--- src/rtl/dma_pkg.sv ---
// Shared types and constants for the DMA transfer sequencer and its helpers.
package dma_pkg;

  localparam int unsigned DMA_W       = 8;
  localparam int unsigned DMA_SLICE_W = 4;

  typedef enum logic [2:0] {
    IDLE = 3'd0,
    LOAD = 3'd1,
    WAIT = 3'd2,
    REQ  = 3'd3,
    STEP = 3'd4,
    DONE = 3'd5
  } state_e;

endpackage : dma_pkg

--- src/rtl/dma_term_detect.sv ---
// End-of-block detector evaluated on pre-update counter values.
// With DMA_XFER_CTRL_ADDR_STOP_EN defined, an address match also terminates the block.
module dma_term_detect
  import dma_pkg::*;
#(
  parameter int unsigned W = DMA_W
) (
`ifdef DMA_XFER_CTRL_ADDR_STOP_EN
  input  logic [W-1:0] addr_count,
  input  logic [W-1:0] addr_stop,
`endif
  input  logic [W-1:0] wc_count,
  output logic         last_c
);

`ifdef DMA_XFER_CTRL_ADDR_STOP_EN
  assign last_c = (wc_count == W'(1)) || (addr_count == addr_stop);
`else
  assign last_c = (wc_count == W'(1));
`endif

endmodule : dma_term_detect

--- src/rtl/dma_xfer_ctrl.sv ---
// Transfer sequencer driving load/enable/direction/carry of the cascaded address and
// word-count chains. Optional address-stop termination: DMA_XFER_CTRL_ADDR_STOP_EN.
module dma_xfer_ctrl
  import dma_pkg::*;
#(
  parameter int unsigned W = DMA_W
) (
  input  logic         clk,
  input  logic         res_n,
  input  logic         start,
  input  logic         abort,
  input  logic         dir,
  input  logic         dreq,
  input  logic         bus_ack,
  input  logic [W-1:0] wc_count,
  input  logic [W-1:0] addr_count,
`ifdef DMA_XFER_CTRL_ADDR_STOP_EN
  input  logic [W-1:0] addr_stop,
`endif
  output logic         addr_ld,
  output logic         wc_ld,
  output logic         addr_en,
  output logic         wc_en,
  output logic         addr_ci,
  output logic         wc_ci,
  output logic         addr_up,
  output logic         wc_up,
  output logic         bus_req,
  output logic         busy,
  output logic         done
);

  state_e state_q, state_d;
  logic   dir_q, dir_d;
  logic   ld_q, ld_d;
  logic   step_q, step_d;
  logic   req_q, req_d;
  logic   busy_q, busy_d;
  logic   done_q, done_d;
  logic   last_c;

`ifdef DMA_XFER_CTRL_ADDR_STOP_EN
  dma_term_detect #(.W(W)) u_term (
    .addr_count (addr_count),
    .addr_stop  (addr_stop),
    .wc_count   (wc_count),
    .last_c     (last_c)
  );
`else
  logic unused_addr_count;
  assign unused_addr_count = ^addr_count;

  dma_term_detect #(.W(W)) u_term (
    .wc_count (wc_count),
    .last_c   (last_c)
  );
`endif

  // Next state; outputs are decoded from the next state so they register in step with it.
  always_comb begin
    state_d = state_q;
    dir_d   = dir_q;
    unique case (state_q)
      IDLE: begin
        if (start && !abort) begin
          state_d = LOAD;
          dir_d   = dir;
        end
      end
      LOAD:    state_d = WAIT;
      WAIT:    if (dreq) state_d = REQ;
      REQ:     if (bus_ack) state_d = STEP;
      STEP:    state_d = last_c ? DONE : WAIT;
      DONE:    state_d = IDLE;
      default: state_d = IDLE;
    endcase
    if (abort && (state_q != IDLE)) state_d = IDLE;

    ld_d   = (state_d == LOAD);
    step_d = (state_d == STEP);
    req_d  = (state_d == REQ);
    busy_d = (state_d != IDLE);
    done_d = (state_d == DONE);
  end

  always_ff @(posedge clk or negedge res_n) begin
    if (!res_n) begin
      state_q <= IDLE;
      dir_q   <= 1'b1;
      ld_q    <= 1'b0;
      step_q  <= 1'b0;
      req_q   <= 1'b0;
      busy_q  <= 1'b0;
      done_q  <= 1'b0;
    end else begin
      state_q <= state_d;
      dir_q   <= dir_d;
      ld_q    <= ld_d;
      step_q  <= step_d;
      req_q   <= req_d;
      busy_q  <= busy_d;
      done_q  <= done_d;
    end
  end

  // Carry-in to the LS slice mirrors the enable; word count always counts down.
  assign addr_ld = ld_q;
  assign wc_ld   = ld_q;
  assign addr_en = step_q;
  assign wc_en   = step_q;
  assign addr_ci = step_q;
  assign wc_ci   = step_q;
  assign addr_up = dir_q;
  assign wc_up   = 1'b0;
  assign bus_req = req_q;
  assign busy    = busy_q;
  assign done    = done_q;

endmodule : dma_xfer_ctrl

--- config.mk ---
export PLATFORM = sky130hd
export DESIGN_NAME = dma_xfer_ctrl
export DESIGN_NICKNAME = d
export VERILOG_FILES = /design/src/rtl/dma_pkg.sv /design/src/rtl/dma_term_detect.sv /design/src/rtl/dma_xfer_ctrl.sv
export SDC_FILE = /design/constraint.sdc
export NUM_CORES = 1
export LEC_CHECK = 0
export CORE_UTILIZATION = 30
export CTS_BUF_LIST = sky130_fd_sc_hd__clkbuf_4
export CTS_CLUSTER_DIAMETER = 40
export DETAILED_ROUTE_END_ITERATION = 6
export GPL_TIMING_DRIVEN = 1
export PLACE_DENSITY_LB_ADDON = 0.15
export SLEW_MARGIN = 20
export SYNTH_ARGS = -nofsm -noshare
export SYNTH_HDL_FRONTEND = slang
export SYNTH_SLANG_ARGS = --single-unit
--- constraint.sdc ---
create_clock -name clk -period 3.4 [get_ports clk]
set_clock_uncertainty 0.15 [all_clocks]
set_input_delay 0.68 -clock clk [delete_from_list [all_inputs] [get_ports clk]]
set_output_delay 0.68 -clock clk [all_outputs]
set_load 0.005 [all_outputs]
==> impl_metrics.ini, run 1 <==
[worst_setup_path]
worst-setup-path-type = flop to primary output
end_kind = primary output
start_kind = flop
cpLargestDelayFamily = flip-flops
r2r_setup_slack_ns = 1.84
path_buf_inv = 1
rr_endpoint = done
critPathMaxStageDelay_ns = 0.52
crit_required_ns = 2.57
crit_path_max_fanout = 2
r2r-start = state_q[0]
cp.arrival_ns = 1.26
crit_chain = clkdlybuf4s50_1
slowest_stage = dfstp_2
ff2ff_path_depth = 4

[layout]
seq_area_sq_um = 226
nets = 90
area_delta_synth_final_pct = 54.0
final_cell_mix = clkdlybuf4s50_1 (24), dfrtp_1 (8), nor2_1 (5), nor2b_1 (4), clkbuf_4 (4)
multiInputGateArea_sq_um = 184
final_cells = 81
antennaDiodeCount = 0
final_util = 0.521
drive_above_1_share = 0.121
final.fill_count = 140
design_area_sq_um = 703
final_common_cell = clkdlybuf4s50_1

[floorplanning]
dieArea_sq_um = 1680
fp.dieW_um = 41.0
start_util = 0.338
ioPinCount = 34
die_h_um = 41.0
rows = 13
core_sq_um = 1350

[cts]
cts_tree = yes
clk_latency_ns = 0.25
clk_path_buf_depth = 2
post_cts.repair.setup_buffers = 0
cts_hold_buffers = 0
cts_buffers = 3
cts_resized = 0
htree_num_levels = 1
cts_sinks = 9
cts.clk_slew.worst_paths_ns = 0.06
clock-root-buffer = clkbuf_4

[yosys]
synth_compound_area_frac = 0.0877
yosys.area_share.simple = 0.258
synth_area_sq_um = 457
synth_top_area_share = 0.438
syn-mean-instance-area_sq_um = 10.4
ys_seq_elements = 9
synthesis.nets = 67
synth_top_cell_by_area = dfrtp_1
synthMuxAreaShare = 0.0247
yosysSeqAreaShare = 0.496
synth_top_family_by_area = simple AND/OR/NAND/NOR gates
yosysWarnings = 0
synth_xor_area_frac = 0
synthAdderAreaFrac = 0.0247
synth_cell_types = 24
synth.area.top_cells = dfrtp_1 (44%), buf_4 (8.2%), dfstp_2 (5.8%)
synthCells = 44

[place]
portBuffers = 24
placed_cell_area_sq_um = 673
dp_hpwl_um = 689
gp_congestion = 0.792
dp_cells = 77

[timing]
rsz0062_at_grt = no
setup_violations = 0
slew_violations = 0
fmax_mhz = 478
period_needed_ns = 2.09
finalHoldViolCount = 0
fin_setup_tns_ns = 0
timing.final.crit_share = 0.615

[global_route]
antenna_found_initial = 0
grt_max_degree = 10
grt_overflow_total = 0
grt_pass1_vias = 362
grt_usage = 0.133
grt_first_pass_wirelength_um = 1430

[routing]
vias = 378
antenna_left = 0
drc = 0
drtPass1Iterations = 3
routed_wirelength_um = 834
first_iter_violations = 11
via_per_inst = 4.67
wl_per_cell_um = 10.3

[min_path]
min_path_type = flop to flop
worstHoldStart = state_q[0]
min_to = addr_ci
hold_depth = 2

[power]
power_density_nw_per_um2 = 458
peakVddDrop_uv = 162
p_leak_nw = 0.294

[run_status]
status = completed

[flow_run]
maxCapViolations = 0
cell type report:
class | instances | share of cell area
timing repair buffer | 24 | 0.342
sequential | 9 | 0.322
multi-input combinational | 28 | 0.262
clock buffer | 4 | 0.0427
tap | 15 | 0.0267
inverter | 1 | 0.00534
synthesized netlist by cell type:
| master | instances |
|---|---|
| a31oi_1 | 1 |
| and3_1 | 1 |
| or2_4 | 1 |
| nand4_1 | 1 |
| o21ai_1 | 1 |
| and2_1 | 1 |
| maj3_2 | 1 |
| mux2_1 | 1 |
| nor3_1 | 2 |
| conb_1 | 1 |
| dfrtp_1 | 8 |
| nor2_1 | 5 |
| buf_4 | 5 |
| a31oi_4 | 1 |
| a211oi_1 | 1 |
| and2b_1 | 1 |
| nand3_1 | 2 |
| buf_2 | 1 |
| inv_1 | 1 |
| nand2_1 | 1 |
| dfstp_2 | 1 |
| nor4b_1 | 1 |
| nor2b_1 | 4 |
| nor4_1 | 1 |
worst max path at each step:
stage | cells after the start | to | startpoint
2_1_floorplan | 4 | bus_req | wc_count[3]
3_3_place_gp | 5 | done | wc_count[3]
3_5_place_dp | 5 | done | wc_count[3]
4_1_cts | 1 | addr_up | addr_up
5_1_grt | 5 | bus_req | wc_count[2]
6_report | 1 | addr_up | addr_up
through the flow:
| stage | hold slack [ns] | setup slack [ns] | total power, W |
|---|---|---|---|
| 2_1_floorplan | 0.234 | 1.65 | 0.000189 |
| 3_3_place_gp | 0.461 | 1.11 | 0.000234 |
| 3_5_place_dp | 0.470 | 1.12 | 0.000236 |
| 4_1_cts | 0.479 | 1.30 | 0.000326 |
| 5_1_grt | 0.515 | 1.19 | 0.000344 |
| 6_report | 0.488 | 1.31 | 0.000322 |
flip-flops by register name, indices dropped and copies added (netlist names):
register  flops
state_q       3
addr_ci       1
done          1
bus_req       1
addr_up       1
addr_ld       1
busy          1
layer usage:
layer  vias up  part of all wire  track usage
li1        186                 -            -
met3         0             0.066       0.0326
met4         0                 0       0.0750
met2        19              0.55        0.242
met1       173              0.39        0.134
met5         -                 0            0
cells by family after synthesis:
group,Yosys count
flip-flops,9
AND/OR/NAND/NOR,21
other,1
buffers and inverters,7
multiplexers,1
AO/OA/AOI/OAI,4
adder cells (fa/ha/maj),1
power by group:
| part | total [W] | leakage, nW | switching, W | internal (W) |
|---|---|---|---|---|
| combinational | 0.0000972 | 0.157 | 0.0000361 | 0.0000611 |
| sequential | 0.000137 | 0.118 | 0.0000113 | 0.000126 |
| clock | 0.0000878 | 0.0184 | 0.0000348 | 0.0000530 |
| total | 0.000322 | 0.294 | 0.0000821 | 0.000240 |
(Power assumes the default switching activity.)
==> inputs of run 2 (changes only) <==
==> constraint.sdc (replaced) <==
create_clock -name clk -period 1.9 [get_ports clk]
set_clock_uncertainty 0.15 [all_clocks]
set_input_delay 0.38 -clock clk [delete_from_list [all_inputs] [get_ports clk]]
set_output_delay 0.38 -clock clk [all_outputs]
set_load 0.005 [all_outputs]
==> impl_metrics.ini, run 2 (synthesized netlist as in run 1, its figures left out) <==
[layout]
antennaDiodeCount = 0
area_delta_synth_final_pct = 57.0
nets = 91
final_common_cell = clkdlybuf4s50_1
final.fill_count = 131
drive_above_1_share = 0.149
final_util = 0.531
final_cell_mix = clkdlybuf4s50_1 (24), dfrtp_1 (8), nor2_1 (5), nor2b_1 (4), clkbuf_4 (4)
largest_register_ffs = 3
regMostFlops = state_q
design_area_sq_um = 717

[power]
p_leak_nw = 0.300
power_density_nw_per_um2 = 803
peakVddDrop_uv = 273
p_total_w = 0.000576

[worst_setup_path]
end_kind = primary output
worst-setup-path-type = flop to primary output
crit_path_max_fanout = 2
start_kind = flop
path_buf_inv = 1
cpLargestDelayFamily = flip-flops
crit_chain = clkdlybuf4s50_1
cp.arrival_ns = 1.26
slowest_stage = dfstp_2
crit_required_ns = 1.37
critPathMaxStageDelay_ns = 0.52

[floorplanning]
fp.dieW_um = 41.0
start_util = 0.338
rows = 13
die_h_um = 41.0
dieArea_sq_um = 1680
ioPinCount = 34
core_sq_um = 1350

[routing]
antenna_left = 0
via_per_inst = 4.65
first_iter_violations = 7
routed_wirelength_um = 796
drc = 0
wl_per_cell_um = 9.71
drtPass1Iterations = 3
vias = 381

[global_route]
grt_first_pass_wirelength_um = 1240
grt_pass1_vias = 323
antenna_found_initial = 0
grt_usage = 0.115
grt_overflow_total = 0
grt_max_degree = 10

[flow_run]
maxCapViolations = 0

[cts]
cts_sinks = 9
cts_buffers = 3
clk_latency_ns = 0.25
cts.clk_slew.worst_paths_ns = 0.06
clk_path_buf_depth = 2
post_cts.repair.setup_buffers = 0
cts_tree = yes
htree_num_levels = 1
clock-root-buffer = clkbuf_4

[timing]
slew_violations = 0
fin_hold_ws_ns = 0.258
setup_violations = 0
timing.final.crit_share = 0.942
finalHoldViolCount = 0
setup_ws_ns = 0.109
fmax_mhz = 558
rsz0062_at_grt = no
period_needed_ns = 1.79

[place]
placed_cell_area_sq_um = 681
pre_cts_ws_ns = -0.0952
portBuffers = 24
gp_congestion = 0.780
dp_hpwl_um = 672

[min_path]
min_path_type = input port to asynchronous set/reset pin

[run_status]
status = completed
## run 2: cell types whose count changed in the layout (fill, tap and decap cells not counted), sizes merged
cell / previous run / this run
buf: 0 / 1
## run 2: layer usage
metal	up-vias	GRT usage	routed length (um)
li1	193	-	-
met1	171	0.118	339
met2	17	0.199	414
met3	0	0.0326	41
met4	0	0.0750	0
met5	-	0	0
## run 2: power breakdown
part	switching [W]	internal [W]
clock	0.0000619	0.0000949
combinational	0.0000639	0.000111
sequential	0.0000195	0.000225
total	0.000145	0.000431
## run 2: area by class of cell
cell class | instances | area, sq um | area share
clock buffers | 4 | 30.0 | 0.0419
inverters | 1 | 3.75 | 0.00524
multi-input cells | 28 | 190 | 0.265
flip-flops and latches | 9 | 226 | 0.316
well taps | 15 | 18.8 | 0.0262
repair buffers | 25 | 248 | 0.346
## run 2: path summary, 6_finish.rpt
kind                                  from      end  slack, ns  cells after the start
min in group clk                state_q[2]     busy       0.47                      1
worst max register to register  state_q[0]     done       0.35                      4
worst min-delay path                 res_n  addr_ci       0.26                      1
max in group asynchronous            res_n  addr_up       1.03                      1
worst min register to register  state_q[2]     busy       0.47                      1
worst max-delay path               addr_up  addr_up       0.11                      1
## run 2: stage by stage
stage,cells,TNS (ns)
final,82,0
after global routing,82,0
after CTS,82,0
after detailed placement,78,-0.204
after global placement,78,-0.167
after floorplan,44,0
## run 2: what timing repair did
| action | 4_1_cts | 5_1_grt |
|---|---|---|
| endpoints found under the hold margin | 0 | 0 |
| hold buffers | 0 | 0 |
| gates resized for setup | 0 | 1 |
| setup endpoints to repair | 0 | 1 |
